<file path="src/rtl/dcache_pkg.sv">
// Shared types for the data-cache port arbiter.
// Optional starvation guard: DCACHE_ARB_STARVATION_GUARD_EN.
package dcache_pkg;

    localparam int XLEN = 32;
    localparam int PLEN = 32;

    localparam int DCACHE_ARB_MAX_WAIT = 8;

    typedef enum logic [1:0] {
        PTW_PORT   = 2'd0,
        LOAD_PORT  = 2'd1,
        STORE_PORT = 2'd2
    } request_port_select_t;

    typedef enum logic [1:0] {
        ARB_IDLE      = 2'd0,
        ARB_REQ       = 2'd1,
        ARB_WAIT_DONE = 2'd2
    } dcache_arb_state_t;

    typedef struct packed {
        logic [PLEN-1:0]     addr;
        logic [XLEN-1:0]     wdata;
        logic [XLEN/8-1:0]   be;
        logic [1:0]          size;
        logic                we;
    } dcache_port_req_t;

endpackage

</file>
<file path="src/rtl/dcache_arb_priority_pick.sv">
// Lowest-index-wins picker; starved requesters take precedence.
// Used by dcache_port_arbiter (DCACHE_ARB_STARVATION_GUARD_EN feeds starved_i).
module dcache_arb_priority_pick #(
    parameter int N    = 3,
    parameter int IdxW = (N > 1) ? $clog2(N) : 1
) (
    input  logic [N-1:0]    req_i,
    input  logic [N-1:0]    starved_i,
    output logic [N-1:0]    gnt_o,
    output logic [IdxW-1:0] idx_o,
    output logic            valid_o
);

    logic [N-1:0] hot;
    logic [N-1:0] cand;

    assign hot     = req_i & starved_i;
    assign cand    = (|hot) ? hot : req_i;
    assign valid_o = |req_i;

    // Scan high to low so the lowest set index is the last one written.
    always_comb begin
        gnt_o = '0;
        idx_o = '0;
        for (int i = N - 1; i >= 0; i--) begin
            if (cand[i]) begin
                gnt_o    = '0;
                gnt_o[i] = 1'b1;
                idx_o    = IdxW'(i);
            end
        end
    end

endmodule

</file>
<file path="src/rtl/dcache_port_arbiter.sv">
// Arbitrates PTW/LOAD/STORE ports onto the single dcache request path.
// Define DCACHE_ARB_STARVATION_GUARD_EN to enable per-port wait counters.
module dcache_port_arbiter
    import dcache_pkg::*;
#(
    parameter int NumPorts = 3,
    parameter int MaxWait  = DCACHE_ARB_MAX_WAIT
) (
    input  logic                                clk_i,
    input  logic                                rst_ni,
    input  logic [NumPorts-1:0]                 req_i,
    input  dcache_port_req_t [NumPorts-1:0]     req_data_i,
    output logic [NumPorts-1:0]                 gnt_o,
    output logic [NumPorts-1:0]                 rvalid_o,
    output logic [XLEN-1:0]                     rdata_o,
    output logic                                cache_req_o,
    output dcache_port_req_t                    cache_req_data_o,
    output request_port_select_t                cache_port_o,
    input  logic                                cache_gnt_i,
    input  logic                                cache_done_i,
    input  logic [XLEN-1:0]                     cache_rdata_i,
    output logic                                busy_o
);

    localparam int IdxW = (NumPorts > 1) ? $clog2(NumPorts) : 1;

    dcache_arb_state_t    state_q, state_d;
    request_port_select_t sel_q, sel_d;
    dcache_port_req_t     payload_q, payload_d;

    logic [NumPorts-1:0] starved;
    logic [NumPorts-1:0] pick_gnt;
    logic [IdxW-1:0]     pick_idx;
    logic                pick_valid;

    dcache_arb_priority_pick #(
        .N    (NumPorts),
        .IdxW (IdxW)
    ) u_pick (
        .req_i     (req_i),
        .starved_i (starved),
        .gnt_o     (pick_gnt),
        .idx_o     (pick_idx),
        .valid_o   (pick_valid)
    );

`ifdef DCACHE_ARB_STARVATION_GUARD_EN
    localparam int              CntW   = $clog2(MaxWait + 1);
    localparam logic [CntW-1:0] CntMax = CntW'(MaxWait);

    logic [NumPorts-1:0][CntW-1:0] wait_q, wait_d;

    always_comb begin
        starved = '0;
        for (int i = 0; i < NumPorts; i++) begin
            starved[i] = req_i[i] && (wait_q[i] == CntMax);
        end
    end

    // Counts cycles spent requesting without a grant, saturating at MaxWait.
    always_comb begin
        wait_d = wait_q;
        for (int i = 0; i < NumPorts; i++) begin
            if (!req_i[i] || gnt_o[i]) begin
                wait_d[i] = '0;
            end else if (wait_q[i] != CntMax) begin
                wait_d[i] = wait_q[i] + 1'b1;
            end
        end
    end

    always_ff @(posedge clk_i or negedge rst_ni) begin
        if (!rst_ni) begin
            wait_q <= '0;
        end else begin
            wait_q <= wait_d;
        end
    end
`else
    assign starved = '0;
`endif

    always_comb begin
        state_d     = state_q;
        sel_d       = sel_q;
        payload_d   = payload_q;
        gnt_o       = '0;
        rvalid_o    = '0;
        cache_req_o = 1'b0;
        unique case (state_q)
            ARB_IDLE: begin
                if (pick_valid) begin
                    gnt_o     = pick_gnt;
                    sel_d     = request_port_select_t'(pick_idx);
                    payload_d = req_data_i[pick_idx];
                    state_d   = ARB_REQ;
                end
            end
            ARB_REQ: begin
                cache_req_o = 1'b1;
                // A done without acceptance does not belong to us.
                if (cache_gnt_i) begin
                    if (cache_done_i) begin
                        rvalid_o[sel_q] = ~payload_q.we;
                        state_d         = ARB_IDLE;
                    end else begin
                        state_d = ARB_WAIT_DONE;
                    end
                end
            end
            ARB_WAIT_DONE: begin
                if (cache_done_i) begin
                    rvalid_o[sel_q] = ~payload_q.we;
                    state_d         = ARB_IDLE;
                end
            end
            default: begin
                state_d = ARB_IDLE;
            end
        endcase
    end

    always_ff @(posedge clk_i or negedge rst_ni) begin
        if (!rst_ni) begin
            state_q   <= ARB_IDLE;
            sel_q     <= PTW_PORT;
            payload_q <= '0;
        end else begin
            state_q   <= state_d;
            sel_q     <= sel_d;
            payload_q <= payload_d;
        end
    end

    assign rdata_o          = cache_rdata_i;
    assign cache_req_data_o = payload_q;
    assign cache_port_o     = sel_q;
    assign busy_o           = (state_q != ARB_IDLE);

endmodule

</file>
<file path="config.mk">
export PLATFORM = sky130hd
export DESIGN_NAME = dcache_port_arbiter
export DESIGN_NICKNAME = d
export VERILOG_FILES = /design/src/rtl/dcache_pkg.sv /design/src/rtl/dcache_arb_priority_pick.sv /design/src/rtl/dcache_port_arbiter.sv
export SDC_FILE = /design/constraint.sdc
export NUM_CORES = 1
export LEC_CHECK = 0
export ABC_AREA = 1
export BUFFER_PORTS_ARGS = -buffer_cell sky130_fd_sc_hd__clkbuf_2
export CAP_MARGIN = 20
export CORE_AREA = 2 2 140 142
export CTS_BUF_LIST = sky130_fd_sc_hd__clkbuf_4
export DETAILED_ROUTE_END_ITERATION = 7
export DIE_AREA = 0 0 142 144
export GPL_TIMING_DRIVEN = 0
export PLACE_DENSITY_LB_ADDON = 0.12
export SLEW_MARGIN = 20
export SYNTH_ARGS = -nofsm -noshare
export SYNTH_HDL_FRONTEND = slang
export SYNTH_SLANG_ARGS = --single-unit
</file>
<file path="constraint.sdc">
create_clock -name clk_i -period 1.55 [get_ports clk_i]
set_clock_uncertainty 0.15 [all_clocks]
set_input_delay 0.31 -clock clk_i [delete_from_list [all_inputs] [get_ports clk_i]]
set_output_delay 0.31 -clock clk_i [all_outputs]
set_load 0.03 [all_outputs]
</file>
==> flow_metrics.py <==
metrics = {
    "run_status": {
        "status": "finished, violations left",
        "violations": "negative setup slack",
    },
    "clocking": {
        "cts-root-buf": "clkbuf_4",
        "cts_sinks": 75,
        "cts_tree": "built",
        "insertion_delay_ps": 430,
        "h-tree-depth": 3,
        "cts_buffer_depth": 2,
        "cts-buffers-inserted": 9,
        "clk_pin_slew_ps": 130,
    },
    "global_route": {
        "grt_pass1_wl_um": 29700,
        "grt_max_degree": 42,
        "grt_pass1_vias": 6107,
        "antenna_found_initial": 0,
        "grt_overflow_total": 0,
        "grt_usage_pct": 18.5,
    },
    "place": {
        "dp_hpwl_um": 14000,
        "port_buffers": 332,
        "gp_congestion": 0.795,
    },
    "floorplanning": {
        "die-area_mm2": 0.0204,
        "start_util_pct": 25.9,
        "core_area_mm2": 0.0191,
        "die_h_um": 144,
        "ios": 365,
        "num_rows": 51,
        "fp.dieW_um": 142,
    },
    "run": {
        "drv_cap": 0,
    },
    "layout": {
        "num_antenna_cells": 0,
        "multi_input_area_mm2": 0.00300,
        "final_cell_mix": "nand2_1, clkbuf_2, dlygate4sd3_1",
        "final_core_util_pct": 53.7,
        "regArea_mm2": 0.00188,
        "final_nets": 1563,
        "final_common_cell": "nand2_1",
        "drive_above_1_share_pct": 45.7,
        "nFillCells": 1879,
        "syn_to_final_growth_pct": 107,
    },
    "timing": {
        "fin_crit_sh_pct": 138,
        "worst_pin_slew_ps": 643,
        "setup_ws_ps": -596,
        "max_slew_margin_pct": 57.2,
        "hold_slack_ps": 47.4,
        "fin_crit_ps": 2150,
        "finalSetupViolations": 81,
        "hold_viol_final": 0,
        "max_clock_freq_mhz": 466,
        "rsz0062_at_grt": "yes",
        "slew_violations": 0,
    },
    "min_path": {
        "hp-start": "req_data_i[94]",
        "hold_path.class": "input port to flop",
    },
    "power": {
        "irDropWorstVdd_v": 0.000730,
        "power_density_mw_per_mm2": 1620,
        "leakagePower_uw": 0.00569,
    },
    "yosys": {
        "seq_area_frac_synth_pct": 37.9,
        "syn_area_mm2": 0.00495,
        "ys_ff_latch": 75,
        "netlist_instances": 769,
        "synth_cell_types": 19,
        "avgSynthCellArea_um2": 6.43,
        "yosysWarnings": 0,
        "synth_nets": 1025,
    },
    "critical_path": {
        "cp_data_required_time_ps": 1090,
        "setup.worst_path.start": "state_q[1]",
        "critPathArrivalTime_ps": 1690,
        "start_kind": "flop",
        "worstPathMaxFanout": 3,
        "critical_path_class": "flop to output pin",
        "timing.rr.start": "state_q[0]",
        "endpoint_kind": "output pin",
    },
    "drt": {
        "antenna_left": 0,
        "drt-initial-drc-count": 212,
        "routedWlPerCell_um": 13.7,
        "vias": 6709,
        "drc_errors": 0,
        "routed_via_density": 4.33,
        "wirelength_um": 21200,
        "first_pass_iters": 5,
    },
}
-- layer usage --
metal	wire (um)	global-route usage [%]	vias up
met1	8740	22.1	3023
met4	377	6.63	0
met3	1350	3.97	26
met5	0	0	-
li1	-	-	3401
met2	10700	32.8	259
-- state kept, by name (all words and copies together) (netlist names) --
signal and flops:
cache_port_o 2, cache_req_data_o 71, state_q 2
-- logic make-up after synthesis --
group / count (synthesis) / synth area share (%)
AND/OR/NAND/NOR: 595 / 48.0
flip-flops: 75 / 37.9
adder cells (fa/ha/maj): 4 / 1.01
AO/OA/AOI/OAI: 4 / 0.405
buffers and inverters: 91 / 12.6
-- cells in the mapped netlist --
| cell | count | area [um2] |
|---|---|---|
| o21ai_1 | 1 | 5.00 |
| nand2_4 | 1 | 11.3 |
| dfrtp_1 | 75 | 1880 |
| buf_2 | 28 | 140 |
| nand3_2 | 5 | 50.1 |
| nand2_2 | 1 | 6.26 |
| nand4_1 | 1 | 6.26 |
| inv_2 | 1 | 3.75 |
| inv_1 | 13 | 48.8 |
| buf_6 | 14 | 158 |
| nor2_1 | 147 | 552 |
| nand2_1 | 368 | 1380 |
| buf_4 | 33 | 248 |
| clkbuf_8 | 2 | 27.5 |
| nor2_4 | 1 | 11.3 |
| nor3_1 | 1 | 5.00 |
| nand3_1 | 70 | 350 |
| ha_1 | 4 | 50.1 |
| o21ai_0 | 3 | 15.0 |
-- area by class of cell --
class                   count  area share, %
inverters                  14          0.561
repair buffers            526           40.4
flip-flops and latches     75           18.3
clock buffers              10          0.732
well taps                 238           2.90
plain buffers              77           6.54
clock inverters             6           1.24
multi-input cells         604           29.3
-- through the flow --
step / cell area, um2 / power (uW) / cells / setup WS (ps) / TNS [ps]
global route: 10300 / 17600 / 1550 / -716 / -16250
CTS: 9110 / 13500 / 1520 / -673 / -4980
floorplan: 4990 / 8220 / 769 / -187 / -772
global placement: 6950 / 10500 / 1339 / -824 / -80710
detailed placement: 6970 / 10500 / 1340 / -356 / -20220
finish: 10300 / 16600 / 1550 / -596 / -10420
-- final timing paths --
check                                        to  slack [ps]  depth (start not counted)
hold reg to reg            cache_req_data_o[57]         350                          2
setup / recovery                    rvalid_o[0]        -600                          7
hold / removal             cache_req_data_o[23]          50                          5
min in group asynchronous  cache_req_data_o[17]         280                          2
max in group asynchronous  cache_req_data_o[51]         320                          3
setup reg to reg           cache_req_data_o[27]        -150                          8
-- power breakdown --
group	total (uW)	switching, uW	internal [uW]
clock	1740	755	988
combinational	11100	5870	5190
sequential	3790	871	2920
total	16600	7490	9100
-- critical path, cell delays in order (launching register included) --
cell	delay, ps
dfrtp_1	420
inv_2	110
ha_4	150
inv_2	40
o21ai_2	140
nand2_2	100
nor2_2	120
clkbuf_8	170
-- timing repair --
action,in CTS,in global routing
hold buffers,154,0
resized for setup,78,324
pin swaps,10,77
cloned,0,12
setup buffers,10,20
hold endpoints to repair,105,0
endpoints found under the setup margin,107,112
No activity file was read; power rests on OpenSTA's default activity.
